==> src/rtl/controlador_varredura_display.sv <==
// Display scan sequencer for the coffee machine: registers the one-hot machine state, blanks the
// display for a few frames after every state change and then scans the four digit anodes.
module controlador_varredura_display #(
  parameter int unsigned DIV_MAX      = 50000,
  parameter int unsigned BLANK_FRAMES = 2
) (
  input  logic       clock,
  input  logic       reset,
  input  logic       S0,
  input  logic       S1,
  input  logic       S2,
  input  logic       S3,
  input  logic       SR,
  input  logic       SP,
  input  logic       SN,
  input  logic       VL,
  output logic       saida1Contador,
  output logic       saida2Contador,
  output logic [3:0] anodo,
  output logic       display_ativo,
  output logic       erro_estado,
  output logic       troca_estado
);

  localparam int unsigned PW = (DIV_MAX > 1) ? $clog2(DIV_MAX) : 1;
  localparam int unsigned QW = $clog2(BLANK_FRAMES + 1);
  localparam logic [PW-1:0] PRESC_MAX   = PW'(DIV_MAX - 1);
  localparam logic [QW-1:0] QUADROS_INI = QW'(BLANK_FRAMES);

  typedef enum logic [1:0] {StOcioso, StBranco, StVarredura, StErro} fsm_t;

  fsm_t          fsm_q, fsm_d;
  logic [7:0]    estado_reg, estado_ant;
  logic [PW-1:0] prescaler_q, prescaler_d;
  logic [1:0]    contador_q, contador_d;
  logic [QW-1:0] quadros_q, quadros_d;
  logic          valido, zero, troca, tick, erro_d;

  assign valido = $onehot(estado_reg);
  assign zero   = (estado_reg == 8'h00);
  assign troca  = (estado_reg != estado_ant);
  assign tick   = (prescaler_q == PRESC_MAX);

  // Prescaler and digit counter restart together on a change so blanking lasts whole frames.
  always_comb begin
    prescaler_d = prescaler_q + PW'(1);
    if (troca || tick) begin
      prescaler_d = '0;
    end
    contador_d = contador_q;
    if (valido) begin
      if (troca) begin
        contador_d = 2'b00;
      end else if (tick) begin
        contador_d = contador_q + 2'b01;
      end
    end
  end

  // Priority inside each state: invalid > change > tick.
  always_comb begin
    fsm_d     = fsm_q;
    quadros_d = quadros_q;
    case (fsm_q)
      StOcioso: begin
        if (valido) begin
          fsm_d     = StBranco;
          quadros_d = QUADROS_INI;
        end else if (!zero) begin
          fsm_d = StErro;
        end
      end
      StBranco: begin
        if (!valido) begin
          fsm_d = StErro;
        end else if (troca) begin
          quadros_d = QUADROS_INI;
        end else if (tick && (contador_q == 2'b11)) begin
          quadros_d = quadros_q - QW'(1);
          if (quadros_q == QW'(1)) begin
            fsm_d = StVarredura;
          end
        end
      end
      StVarredura: begin
        if (zero) begin
          fsm_d = StOcioso;
        end else if (!valido) begin
          fsm_d = StErro;
        end else if (troca) begin
          fsm_d     = StBranco;
          quadros_d = QUADROS_INI;
        end
      end
      StErro: begin
        if (zero) begin
          fsm_d = StOcioso;
        end else if (valido) begin
          fsm_d     = StBranco;
          quadros_d = QUADROS_INI;
        end
      end
      default: fsm_d = StOcioso;
    endcase
  end

  // An empty state word while idle is normal, not an error.
  assign erro_d = ~valido & ~((fsm_d == StOcioso) & zero);

  always_ff @(posedge clock or posedge reset) begin
    if (reset) begin
      estado_reg    <= 8'h00;
      estado_ant    <= 8'h00;
      prescaler_q   <= '0;
      contador_q    <= 2'b00;
      quadros_q     <= '0;
      fsm_q         <= StOcioso;
      anodo         <= 4'b1111;
      display_ativo <= 1'b0;
      erro_estado   <= 1'b0;
      troca_estado  <= 1'b0;
    end else begin
      estado_reg    <= {S0, S1, S2, S3, SR, SP, SN, VL};
      estado_ant    <= estado_reg;
      prescaler_q   <= prescaler_d;
      contador_q    <= contador_d;
      quadros_q     <= quadros_d;
      fsm_q         <= fsm_d;
      anodo         <= (fsm_d == StVarredura) ? ~(4'b0001 << contador_d) : 4'b1111;
      display_ativo <= (fsm_d == StVarredura);
      erro_estado   <= erro_d;
      troca_estado  <= troca;
    end
  end

  assign saida1Contador = contador_q[1];
  assign saida2Contador = contador_q[0];

endmodule

==> config.mk <==
export PLATFORM = sky130hd
export DESIGN_NAME = controlador_varredura_display
export DESIGN_NICKNAME = d
export VERILOG_FILES = /design/src/rtl/controlador_varredura_display.sv
export SDC_FILE = /design/constraint.sdc
export NUM_CORES = 1
export LEC_CHECK = 0
export CORE_MARGIN = 2
export CORE_UTILIZATION = 41
export CTS_CLUSTER_SIZE = 25
export DETAILED_ROUTE_END_ITERATION = 6
export HOLD_SLACK_MARGIN = 0.02
export PLACE_DENSITY_LB_ADDON = 0.25
export SKIP_LAST_GASP = 1
export SLEW_MARGIN = 20
export SYNTH_ARGS = -nofsm -noshare
export SYNTH_HDL_FRONTEND = slang
export SYNTH_SLANG_ARGS = --single-unit
==> constraint.sdc <==
create_clock -name clock -period 9.71 [get_ports clock]
set_input_delay 0.971 -clock clock [delete_from_list [all_inputs] [get_ports clock]]
set_output_delay 0.971 -clock clock [all_outputs]
set_load 0.01 [all_outputs]
Word-level counts from Yosys, hierarchy flattened
Cells that the tools add are included.

operators by class
  bitwise operators = 5
  muxes and demuxes = 26
  shift operators = 1
  add/subtract/negate cells = 10
  reductions and logical operators = 6
  equality and inequality tests = 15

operators by type and width
  cell                                                                 number
  2-bit 2-to-1 mux                                                     22
  16-bit by 1-bit adder with 16-bit output (second input constant)     1
  16-bit == test (second input constant)                               1
  16-bit 2-to-1 mux                                                    1
  2-bit case mux with 4 select lines                                   2
  2-bit != test (second input constant)                                5
  1-bit by 1-bit adder with 2-bit output                               4
  2-bit == test (second input constant)                                4
  8-bit zero test                                                      1
  8-bit != test                                                        1
  2-bit by 2-bit adder with 3-bit output                               2
  6-bit AND reduction                                                  1
  3-bit by 3-bit adder with 4-bit output                               1
  2-bit by 1-bit == test with 1-bit output (second input constant)     2
  4-bit by 1-bit == test with 1-bit output (second input constant)     1
  2-bit zero test                                                      2
  4-bit 2-to-1 mux                                                     1
  4-bit NOT                                                            1
  1-bit by 2-bit left shift with 4-bit output (first input constant)   1
  3-bit != test (second input constant)                                1
  2-bit by 1-bit adder with 2-bit output (second input constant)       1
  1-bit AND                                                            2
  1-bit NOT                                                            2
  2-bit by 1-bit subtractor with 2-bit output (second input constant)  1
  2 further kinds                                                      2

word-level totals
  input bits = 10
  output and inout bits = 9
  logic and storage cells = 73
  register bits after elaboration = 45

Longest topological paths before layout
  word-level depth = 11
  gate-level depth with buffers = 15
  gate-level depth less buffers = 14

Least setup slack after synthesis
No wires, ideal clock.

  path kind = reg-to-reg
  start point = register estado_reg[0]
  end point = register quadros_q[0]
  slack = 6068 ps
  library setup time = 125 ps
  arrival = 3517 ps
  clock period less this slack = 3642 ps
  cell stages (with the launch flop) = 16
  required time = 9585 ps
  buffers on the path = 1
  path through = dfrtp_1 inv_1 fa_1 fa_1 fa_1 inv_1 ha_1 inv_1 fa_1 nor2b_1 a31o_2 and3_1 clkbuf_1 nand3_1 nor3_1 mux2_2

between the ends
  cells in the longest elaborated chain, start to end = 7
  elaborated cells on any way between the ends = 18
  classes of those cells = add/sub (3); eq/ne (8); mux (5); reduce/logical (2)

RTL lines
  what                                                          RTL line  text
  from (decl)                                                   33        logic [7:0] estado_reg, estado_ant;
  from (signal assigned)                                        123       estado_reg <= {S0, S1, S2, S3, SR, SP, SN, VL};
  1-bit by 1-bit adder with 2-bit output (implied by the code)  39        assign valido = $onehot(estado_reg);
  2-bit by 2-bit adder with 3-bit output (implied by the code)  39
  3-bit by 3-bit adder with 4-bit output (implied by the code)  39
  4-bit by 1-bit == test with 1-bit output                      39
  2-bit 2-to-1 mux (2 in a row)                                 n/a
  2-bit case mux with 4 select lines                            64        case (fsm_q)
  to (signal assigned)                                          127       quadros_q <= quadros_d;
  to (decl)                                                     36        logic [QW-1:0] quadros_q, quadros_d;

Several ways; a longest one is shown, not always the timed one. The select of a mux whose other input is x is not followed.
A chain may end at the register's enable or synchronous reset.

Worst setup path after layout
  start point = register estado_reg[0]
  end point = register anodo[0]

between the ends
  elaborated cells on any way between the ends = 22
  classes of those cells = add/sub (3); eq/ne (3); shift (1); mux (13); bitwise (1); reduce/logical (1)

RTL lines
  what                                                          RTL line  text
  1-bit by 1-bit adder with 2-bit output (implied by the code)  39
  2-bit by 2-bit adder with 3-bit output (implied by the code)  39
  3-bit by 3-bit adder with 4-bit output (implied by the code)  39
  4-bit by 1-bit == test with 1-bit output                      39
  2-bit 2-to-1 mux (*)                                          51        if (valido) begin
  via contador_d[1]                                             35        logic [1:0] contador_q, contador_d;
  1-bit by 2-bit left shift with 4-bit output (*)               129       anodo <= (fsm_d == StVarredura) ? ~(4'b0001 << contador_d) : 4'b1111;
  4-bit NOT (*)                                                 129
  4-bit 2-to-1 mux (*)                                          129
  to (signal assigned)                                          129
  to (decl)                                                     19        output logic [3:0] anodo,

The timed path passes the listed nets; every way through them passes the cells marked *.

==> impl_metrics.toml <==
[run_status]
status = "finished, final reports clean"

[drt]
antenna_left = 0
drc = 0
num_vias = 1318
dr.pass1.iters = 4
routed_wl_mm = 3.24
top_layer_used = "met4"
wl_met2_mm = 1.45
wl_met3_um = 103
drtIter0Drc = 56
via_per_inst = 4.66
drt-met1-wl_mm = 1.63
wire_per_inst_um = 11.4

[clock_tree]
holdBufCountCts = 0
clock-sinks = 45
postCtsResizedCells = 0
root_buffer = "clkbuf_8"
cts_tree = "done"
insertion_delay_ns = 0.29
h-tree-depth = 2
clk_pin_slew_worst_paths_ns = 0.09
cts_setup_buffers = 0
numCtsBuffers = 5
clk_path_buf_depth = 2

[hold_path]
hold_class = "flop to flop"

[timing]
rsz0062_at_grt = "false"
skew_ns = 0.00224
setup_ws_ns = 5.90
slew_headroom_pct = 51.3
hold_viol = 0
max_freq_mhz = 262
fin_crit_sh_pct = 39.3
worstMarginPinSlew_ns = 0.723
fin_crit_ns = 3.81
tns_ns = 0
setup_viol = 0
slew_viol_final = 0

[power]
p_leak_uw = 0.00103
p_sw_uw = 95.8
pwr_density_cell_mw_per_mm2 = 149
pwr-share-comb_pct = 13.4
peakVddDrop_mv = 0.0815
p_int_uw = 269
power_frac_seq_pct = 54.1
power_switching_share_pct = 26.2
p_clk_share_pct = 32.6

[floorplanning]
io_pins = 19
die-height_um = 75.5
die-area_mm2 = 0.00570
coreArea_mm2 = 0.00501
initial_core_util_pct = 41.9
placementRows = 26
die-width_um = 75.5

[critical_path]
end_kind = "flop"
cpPeakStageDelay_ns = 0.55
crit_arrival_ns = 4.06
cp_cell_sequence = "inv_1, fa_1, fa_1, fa_1, inv_1, ha_1, inv_1, fa_1, nor2_1, a31o_2, and3_1, nand3_1, o22ai_1, nand3b_1"
crit_required_ns = 9.95
crit_path_start_kind = "flop"
crit_type = "flop to flop"
worst-path-max-fanout = 7
crit_slowest_cell = "fa_1"
path_common_cell = "fa_1"

[global_routing]
grt-ovfl-total = 0
grt_pass1_vias = 1214
antenna_found_initial = 0
grt_max_degree = 29
grt_pass1_wl_mm = 5.64
track_usage_pct = 13.2

[flow_run]
drv_cap = 0

[finish]
fin_area_mm2 = 0.00245
layout_common_cells = "dfrtp_1 (41), inv_1 (20), nor2_1 (18), clkdlybuf4s50_1 (18), xnor2_1 (14)"
final_common_cell = "dfrtp_1"
diodes = 0
largest_reg_flops = 16
drive_gt1_share_pct = 11.3
area_delta_synth_final_pct = 17.1
nets = 233
nFillCells = 478
post-route-util_pct = 49.0

[synthesis]
syn-cell-area_mm2 = 0.00210
synth_seq_cells = 45
postSynth.asyncResetShare_pct = 100
ys_types = 38
synth_edf_count = 0
synth_top_flop_cell = "dfrtp_1"
syn-num-nets = 210
ys_warn_count = 0
syn_inst = 189
seq_area_frac_synth_pct = 53.9
avgSynthCellArea_um2 = 11.1

[placed_design]
dpl_worst_slack_ns = 5.93
dp_hpwl_mm = 2.39
buffer_ports.inserted = 18
placed_area_mm2 = 0.00236
gp_congestion = 0.739
power groups by stage:
stage / Combinational, µW / Sequential [µW] / Clock (µW)
finish: 48.8 / 197 / 119
global route: 57.1 / 198 / 132
floorplan: 34.7 / 201 / 0
global placement: 48.8 / 201 / 0
detailed placement: 49.0 / 201 / 0
CTS: 49.3 / 198 / 124
cells in the mapped netlist (2+ instances only):
cell type / count / area (µm²)
nand4_1: 3 / 18.8
nand3_1: 9 / 45.0
and3_2: 2 / 15.0
nand2b_1: 3 / 18.8
nand2_1: 13 / 48.8
o22ai_1: 2 / 12.5
dfrtp_1: 41 / 1030
nand3b_1: 2 / 15.0
nor3_1: 3 / 15.0
inv_1: 21 / 78.8
o21ai_0: 2 / 10.0
a21oi_1: 5 / 25.0
clkbuf_1: 3 / 11.3
dfstp_2: 4 / 105
nor2_1: 18 / 67.6
fa_1: 4 / 80.1
xnor2_1: 14 / 123
ha_1: 7 / 87.6
and3_1: 5 / 31.3
xor2_1: 9 / 78.8
nor2b_1: 2 / 12.5
worst max-delay path: cells and delay by family, from the launching register on:
kind | cells | cell delay [ns]
compound gates | 2 | 0.55
fa+ha+maj | 5 | 1.93
flops | 1 | 0.38
simple gates | 4 | 0.70
buf+inv | 3 | 0.21
area by class of cell:
cell class	instances	area (µm²)	area share [%]
repair buffers	19	188	7.65
clock buffers	5	68.8	2.80
inverters	22	82.6	3.36
multi-input cells	119	872	35.5
clock inverters	3	25.0	1.02
flip-flops and latches	45	1130	46.1
well taps	70	87.6	3.57
logic make-up after synthesis:
logic type,share of synthesized area [%]
flops,53.9
compound gates,4.95
simple gates,18.0
fa+ha+maj,8.00
buf+inv,4.47
mux,1.01
xor+xnor,9.61
per-stage QoR:
| step | hold slack [ns] | total power, µW | std cells |
|---|---|---|---|
| 2_1_floorplan | 0.393 | 236 | 189 |
| 3_3_place_gp | 0.399 | 250 | 275 |
| 3_5_place_dp | 0.413 | 250 | 275 |
| 4_1_cts | 0.434 | 371 | 283 |
| 5_1_grt | 0.450 | 388 | 283 |
| 6_report | 0.426 | 365 | 283 |
path summary, 6_finish.rpt:
| check | start | end | cells past startpoint | slack [ns] |
|---|---|---|---|---|
| max in group asynchronous | reset | prescaler_q[10]$_DFF_PP0_ | 3 | 8.03 |
| max reg2reg | estado_reg[0]$_DFF_PP0_ | anodo[0]$_DFF_PP1_ | 14 | 5.90 |
| max | estado_reg[0]$_DFF_PP0_ | anodo[0]$_DFF_PP1_ | 14 | 5.90 |
| min in group asynchronous | reset | estado_reg[3]$_DFF_PP0_ | 2 | 0.97 |
| min reg2reg | estado_reg[0]$_DFF_PP0_ | estado_ant[0]$_DFF_PP0_ | 0 | 0.43 |
| min | estado_reg[0]$_DFF_PP0_ | estado_ant[0]$_DFF_PP0_ | 0 | 0.43 |
per-layer routing:
metal  global-route usage, %  vias up
met5                       0        -
met4                    4.68        0
met3                    3.17        7
met2                    19.5       20
met1                    19.0      621
li1                        -      670
Note: power is estimated with default switching activity, not from simulation.
